<file path="src/rtl/apb_mem_slave.sv">
// APB4 completer in front of a parametrised word memory, with programmable
// wait states, byte strobes and an error response for out-of-range accesses.
module apb_mem_slave #(
   parameter int                    ADDR_WIDTH  = 32,
   parameter int                    DATA_WIDTH  = 32,
   parameter int                    DEPTH       = 32,
   parameter logic [ADDR_WIDTH-1:0] BASE_ADDR   = '0,
   parameter int                    WAIT_STATES = 0
) (
   input  logic                      clk,
   input  logic                      rst_n,
   input  logic [ADDR_WIDTH-1:0]     paddr,
   input  logic                      psel,
   input  logic                      penable,
   input  logic                      pwrite,
   input  logic [DATA_WIDTH-1:0]     pwdata,
   input  logic [DATA_WIDTH/8-1:0]   pstrb,
   output logic [DATA_WIDTH-1:0]     prdata,
   output logic                      pready,
   output logic                      pslverr
);

   // state  | meaning
   // IDLE   | no transfer in flight; waiting for a setup phase
   // ACCESS | transfer captured; counting wait states, then completing

   localparam int NBYTES = DATA_WIDTH / 8;
   localparam int BSH    = $clog2(NBYTES);
   localparam int IDX_W  = $clog2(DEPTH);

   typedef enum logic {IDLE, ACCESS} state_t;

   state_t                  state;
   logic [3:0]              wait_cnt;
   logic                    wr_q;
   logic                    in_range_q;
   logic [IDX_W-1:0]        idx_q;
   logic [DATA_WIDTH-1:0]   mem [DEPTH];

   logic [ADDR_WIDTH-1:0]   offset;
   logic [ADDR_WIDTH-1:0]   index_full;
   logic [IDX_W-1:0]        idx;
   logic                    in_range;

   // Low byte-offset bits drop out in the shift, so unaligned addresses
   // simply map onto the containing word.
   assign offset     = paddr - BASE_ADDR;
   assign index_full = offset >> BSH;
   assign idx        = index_full[IDX_W-1:0];
   assign in_range   = (paddr >= BASE_ADDR) && (index_full < ADDR_WIDTH'(DEPTH));

   assign pready  = (state == ACCESS) && (wait_cnt == 4'(WAIT_STATES));
   assign pslverr = pready && !in_range_q;

   always_ff @(posedge clk) begin
      if (!rst_n) begin
         state      <= IDLE;
         wait_cnt   <= '0;
         prdata     <= '0;
         wr_q       <= 1'b0;
         in_range_q <= 1'b0;
         idx_q      <= '0;
         for (int i = 0; i < DEPTH; i++) begin
            mem[i] <= '0;
         end
      end else begin
         case (state)
            IDLE: begin
               if (psel && !penable) begin
                  state      <= ACCESS;
                  wait_cnt   <= '0;
                  wr_q       <= pwrite;
                  idx_q      <= idx;
                  in_range_q <= in_range;
                  prdata     <= (!pwrite && in_range) ? mem[idx] : '0;
               end
            end
            ACCESS: begin
               if (!psel) begin
                  state <= IDLE;
               end else if (pready) begin
                  if (penable) begin
                     state <= IDLE;
                     // Write data and strobes are taken at the completing edge.
                     if (wr_q && in_range_q) begin
                        for (int b = 0; b < NBYTES; b++) begin
                           if (pstrb[b]) begin
                              mem[idx_q][8*b +: 8] <= pwdata[8*b +: 8];
                           end
                        end
                     end
                  end
               end else begin
                  wait_cnt <= wait_cnt + 4'd1;
               end
            end
            default: state <= IDLE;
         endcase
      end
   end

endmodule

</file>
<file path="config.mk">
export PLATFORM = sky130hd
export DESIGN_NAME = apb_mem_slave
export DESIGN_NICKNAME = d
export VERILOG_FILES = /design/src/rtl/apb_mem_slave.sv
export SDC_FILE = /design/constraint.sdc
export NUM_CORES = 2
export LEC_CHECK = 0
export ABC_AREA = 1
export CORE_MARGIN = 2
export CORE_UTILIZATION = 40
export CTS_BUF_LIST = sky130_fd_sc_hd__clkbuf_4 sky130_fd_sc_hd__clkbuf_8
export CTS_CLUSTER_DIAMETER = 120
export DETAILED_ROUTE_END_ITERATION = 8
export PLACE_DENSITY_LB_ADDON = 0.12
export SYNTH_ARGS = -nofsm -noshare
export SYNTH_HDL_FRONTEND = slang
export SYNTH_SLANG_ARGS = --single-unit
</file>
<file path="constraint.sdc">
create_clock -name clk -period 2.6 [get_ports clk]
set_input_delay 0.78 -clock clk [delete_from_list [all_inputs] [get_ports clk]]
set_output_delay 0.78 -clock clk [all_outputs]
set_load 0.05 [all_outputs]
</file>
# Word-level counts from Yosys, hierarchy flattened
# Memory sizes are Yosys's and may differ from the RTL's.
# Cells that the tools add are included.
word_totals:
  ff_bits: 44
  mem_bits_rw: 1024
  in_bits: 73
  mem_count: 1
mem_list:
  columns: ["memory", "depth", "width", "read_ports", "rd_ports_with_merged_regs", "write_ports", "line", "rtl"]
  rows:
  - ["mem", 32, 32, 1, 0, 32, "38", "logic [DATA_WIDTH-1:0] mem [DEPTH];"]
op_classes:
  addsub: 1
  order_cmp: 2
  eq_ne: 3
  muxes: 46
  bitwise_logic: 1
  n_reduce_logical: 13
op_table:
  columns: ["cell", "count"]
  rows:
  - ["32-bit two-way mux", 2]
  - ["1-bit two-way mux", 37]
  - ["32-bit by 1-bit >= comparator with 1-bit output, second input constant", 1]
  - ["32-bit OR reduction", 1]
  - ["30-bit by 6-bit less-than comparator with 1-bit output, second input constant", 1]
  - ["4-bit two-way mux", 4]
  - ["4-bit one-hot mux with 2 select lines", 1]
  - ["1-bit logical AND", 6]
  - ["2-bit inequality test, second input constant", 3]
  - ["5-bit two-way mux", 1]
  - ["4-bit by 1-bit adder with 4-bit output, second input constant", 1]
  - ["4-bit zero test", 1]
  - ["1-bit zero test", 3]
  - ["3-bit AND reduction", 1]
  - ["1-bit one-hot mux with 2 select lines", 1]
  - ["2-bit AND reduction", 1]
  - ["1-bit NOT", 1]

# Logic depth before layout (Yosys ltp)
logic_depth:
  depth_word: 10
  depth_mapped: 12
  mapped_depth_nobuf: 9

# Worst setup path before layout
# Ideal clock, no wire load.
synth_path:
  kind: "input to register"
  startpoint: "input port penable"
  endpoint: "memory mem[0][0], enable pin"
  setup_ns: 0.329
  t_arrival_ns: 1.951
  slack_ns: 0.320
  path_stages: 7
  cell_sequence: "inv_1 nor2_4 nand4_4 nor2_8 buf_8 nand2_4 nand2_1"
synth_lines:
  columns: ["item", "line", "rtl"]
  rows:
  - ["start, declared", "14", "input logic penable,"]
  - ["end, declared", "38", null]

# Worst setup path after layout
layout_path:
  startpoint: "register wait_cnt[1]"
  endpoint: "output port pslverr"
layout_via:
  elab_chain_len: 3
layout_lines:
  columns: ["item", "line", "rtl"]
  rows:
  - ["start, declared", "34", "logic [3:0] wait_cnt;"]
  - ["start signal, assigned", "94", "wait_cnt <= wait_cnt + 4'd1;"]
  - ["4-bit zero test", "52", "assign pready = (state == ACCESS) && (wait_cnt == 4'(WAIT_STATES));"]
  - ["1-bit logical AND", "52", null]
  - ["1-bit logical AND", "53", "assign pslverr = pready && !in_range_q;"]
  - ["end, declared", "20", "output logic pslverr"]
# No other way between the ends.

==> flow_summary.toml <==
[layout]
layout-drive-gt1-share_pct = 16.6
syn2layout_area_growth_pct = 23.1
fill_cells = 11300
finalNetCount = 5535
fin_cells = 7226
final_area_um2 = 60200

[synthesis]
synthesis.nets = 5102
ys_top_cells_by_area = "edfxtp_1 (63%), nand2_1 (11%), nand3_1 (9.5%), nor2_1 (8.3%), nand2_4 (2.7%)"
synth.distinct_cells = 26
synth_top_area_share_pct = 62.9
async_flop_share_pct = 0
ys_top_cells_by_count = "nand2_1 (1385), nor2_1 (1080), edfxtp_1 (1024), nand3_1 (928), clkbuf_1 (250)"
ys_ff_latch = 1068
yosysMostFrequentCell = "nand2_1"
yosysSeqAreaShare_pct = 64.7
synth_cells = 5027
synth_edf_count = 1024
syn-cell-area_um2 = 48900
synth.avg_cell_area_um2 = 9.73
synth.yosys.warnings = 0
yosys.area.top_type = "edfxtp_1"
synth_ff_type = "edfxtp_1"

[detailed_routing]
vias_per_cell = 5.09
drt_iter0_drc = 3469
vias = 36800
drt_wl_total_um = 146000
drtPass1Iterations = 7
antenna_left = 0
wl_per_cell_um = 20.2
drc = 0

[timing]
setup_tns_ns = 0
fmax_mhz = 388
rsz0062_at_grt = "true"
slew_headroom_pct = 50.1
skew_ns = 0.0362
maxSlewViolCount = 0
final.min_clock_period_ns = 2.58
period_share_pct = 99.2
setup_violations = 0
hold_viol_final = 0
tightest_slew_ns = 0.746

[grt]
antenna_found_initial = 1
grt_pass1_wl_um = 220000
grt_max_degree = 94
grt_pass1_vias = 35700
grt.total_usage_pct = 23.4
grt_overflow_total = 0

[critical_path]
crit-reg2reg-launch = "wait_cnt[1]"
r2r-end = "mem[12][25]"
critPathKind = "reg -> out"
slowest_delay_ns = 0.33
worstSetupEndpoint = "pslverr"
r2r_cells = 11
cp_cell_sequence = "inv_2 > ha_4 > nand4_4 > nor2_4 > buf_8"
crit_fanout = 4
slowest_stage = "dfxtp_2"
required_ns = 1.82
r2r_slack_ns = 0.27
worstPathArrival_ns = 1.80
start_kind = "register"
crit_path_end_kind = "primary output"
startpoint = "wait_cnt[1]"

[floorplan]
dieArea_um2 = 125000
start_util_pct = 40.2
coreArea_um2 = 122000
die_w_um = 354
io_pins = 107
num_rows = 128
fp.dieH_um = 354

[placement]
place_hpwl_um = 93800
place_area_um2 = 56800
gp_congestion = 0.842
placed_cells = 6899
portBuffers = 104

[hold_path]
hold_class = "in -> reg"

[cts]
cts-root-buf = "clkbuf_8"
clkTransAtPathRegs_ns = 0.06
htree_levels = 4
numCtsBuffers = 178
cts.sinks = 1068
clockBufferDepth = 3
clk_latency_ns = 0.88
cts_hold_buf = 0
cts_tree = "built"

[pwr]
ir_worst_vdd_mv = 0.542
cellLeakagePower_nw = 26.2
p_per_area_nw_per_um2 = 620

[job]
drv_cap = 0

[run_status]
status = "complete, no violations"
-- worst min-delay path by stage --
stage / start / end / slack, ns / cells past startpoint
2_1_floorplan: wait_cnt[1] / wait_cnt[1] / 0.47 / 2
3_3_place_gp: prdata[6] / prdata[6] / 0.45 / 2
3_5_place_dp: prdata[19] / prdata[19] / 0.44 / 2
4_1_cts: rst_n / state / 0.09 / 3
5_1_grt: rst_n / state / 0.13 / 3
6_report: rst_n / state / 0.18 / 3
-- report_power, final --
group,leakage [nW],switching [mW],internal [mW]
logic,13.4,2.27,1.26
registers,11.0,0.154,19.3
clock network,1.80,6.66,7.65
-- cell usage in the layout, fill, tap and decap left out, drive strengths merged --
master | Yosys | routed
nand2 | 1505 | 1505
nor2 | 1086 | 1086
edfxtp | 1024 | 1024
nand3 | 928 | 928
buf | 99 | 506
clkbuf | 250 | 261
clkdlybuf4s50 | 0 | 64
inv | 61 | 64
clkinv | 2 | 55
dfxtp | 44 | 44
clkdlybuf4s15 | 0 | 22
o21ai | 9 | 9
a21oi | 9 | 9
dlygate4sd2 | 0 | 9
nand4 | 5 | 5
clkinvlp | 0 | 3
diode | 0 | 2
a211oi | 2 | 2
ha | 2 | 2
nor3 | 1 | 1
-- state kept, by name (all words and copies together) (netlist names) --
name,count
idx_q,5
in_range_q,1
mem,1024
prdata,32
state,1
wait_cnt,4
wr_q,1
-- layer usage --
metal | track usage (%) | vias to the layer above | part of all wire [%]
met5 | 0 | - | 0
met4 | 7.77 | 0 | 2.7
met3 | 4.02 | 234 | 6.9
met2 | 36.7 | 1211 | 46
met1 | 33.0 | 17600 | 44
li1 | - | 17700 | -
-- kinds of logic (layout without fill, tap and decap cells) --
| group | after synthesis | after routing | synth area share, % |
|---|---|---|---|
| fa+ha+maj | 2 | 2 | 0.0511 |
| flops | 1068 | 1068 | 64.7 |
| buf+inv | 412 | 984 | 3.58 |
| compound gates | 20 | 20 | 0.215 |
| other cells | 0 | 2 | 0 |
| simple gates | 3525 | 3525 | 31.5 |
-- final cells by class --
cell class                      count  area, um2  area share [%]
Multi-Input combinational cell   3547      15600            25.8
Tap cell                         1625       2030            3.38
Sequential cell                  1068      31600            52.5
Timing Repair Buffer              602       7370            12.2
Antenna cell                        2       5.00         0.00831
Clock buffer                      260       3130            5.19
Clock inverter                     59        250           0.415
Inverter                           63        254           0.422
-- what timing repair did --
action,4_1_cts,5_1_grt
resized for setup,75,3
pin swaps,3,1
setup endpoints to repair,34,3
setup buffers,4,2
-- metrics by stage --
| stage | setup slack [ns] | total power [mW] | hold WS [ns] | util, % |
|---|---|---|---|---|
| finish | 0.0214 | 37.3 | 0.180 | 49.6 |
| global route | -0.0691 | 38.7 | 0.129 | 49.6 |
| CTS | -0.104 | 37.7 | 0.0884 | 49.5 |
| detailed placement | -0.258 | 23.4 | 0.442 | 46.7 |
| global placement | -0.246 | 23.3 | 0.446 | 46.7 |
| floorplan | 0.320 | 21.5 | 0.471 | - |
-- worst max-delay path: cells and delay by family (launching register included) --
kind | cells | cell delay, ns
flops | 1 | 0.33
simple gates | 2 | 0.23
fa+ha+maj | 1 | 0.14
buf+inv | 2 | 0.23
Power figures use the tool's default switching activity.
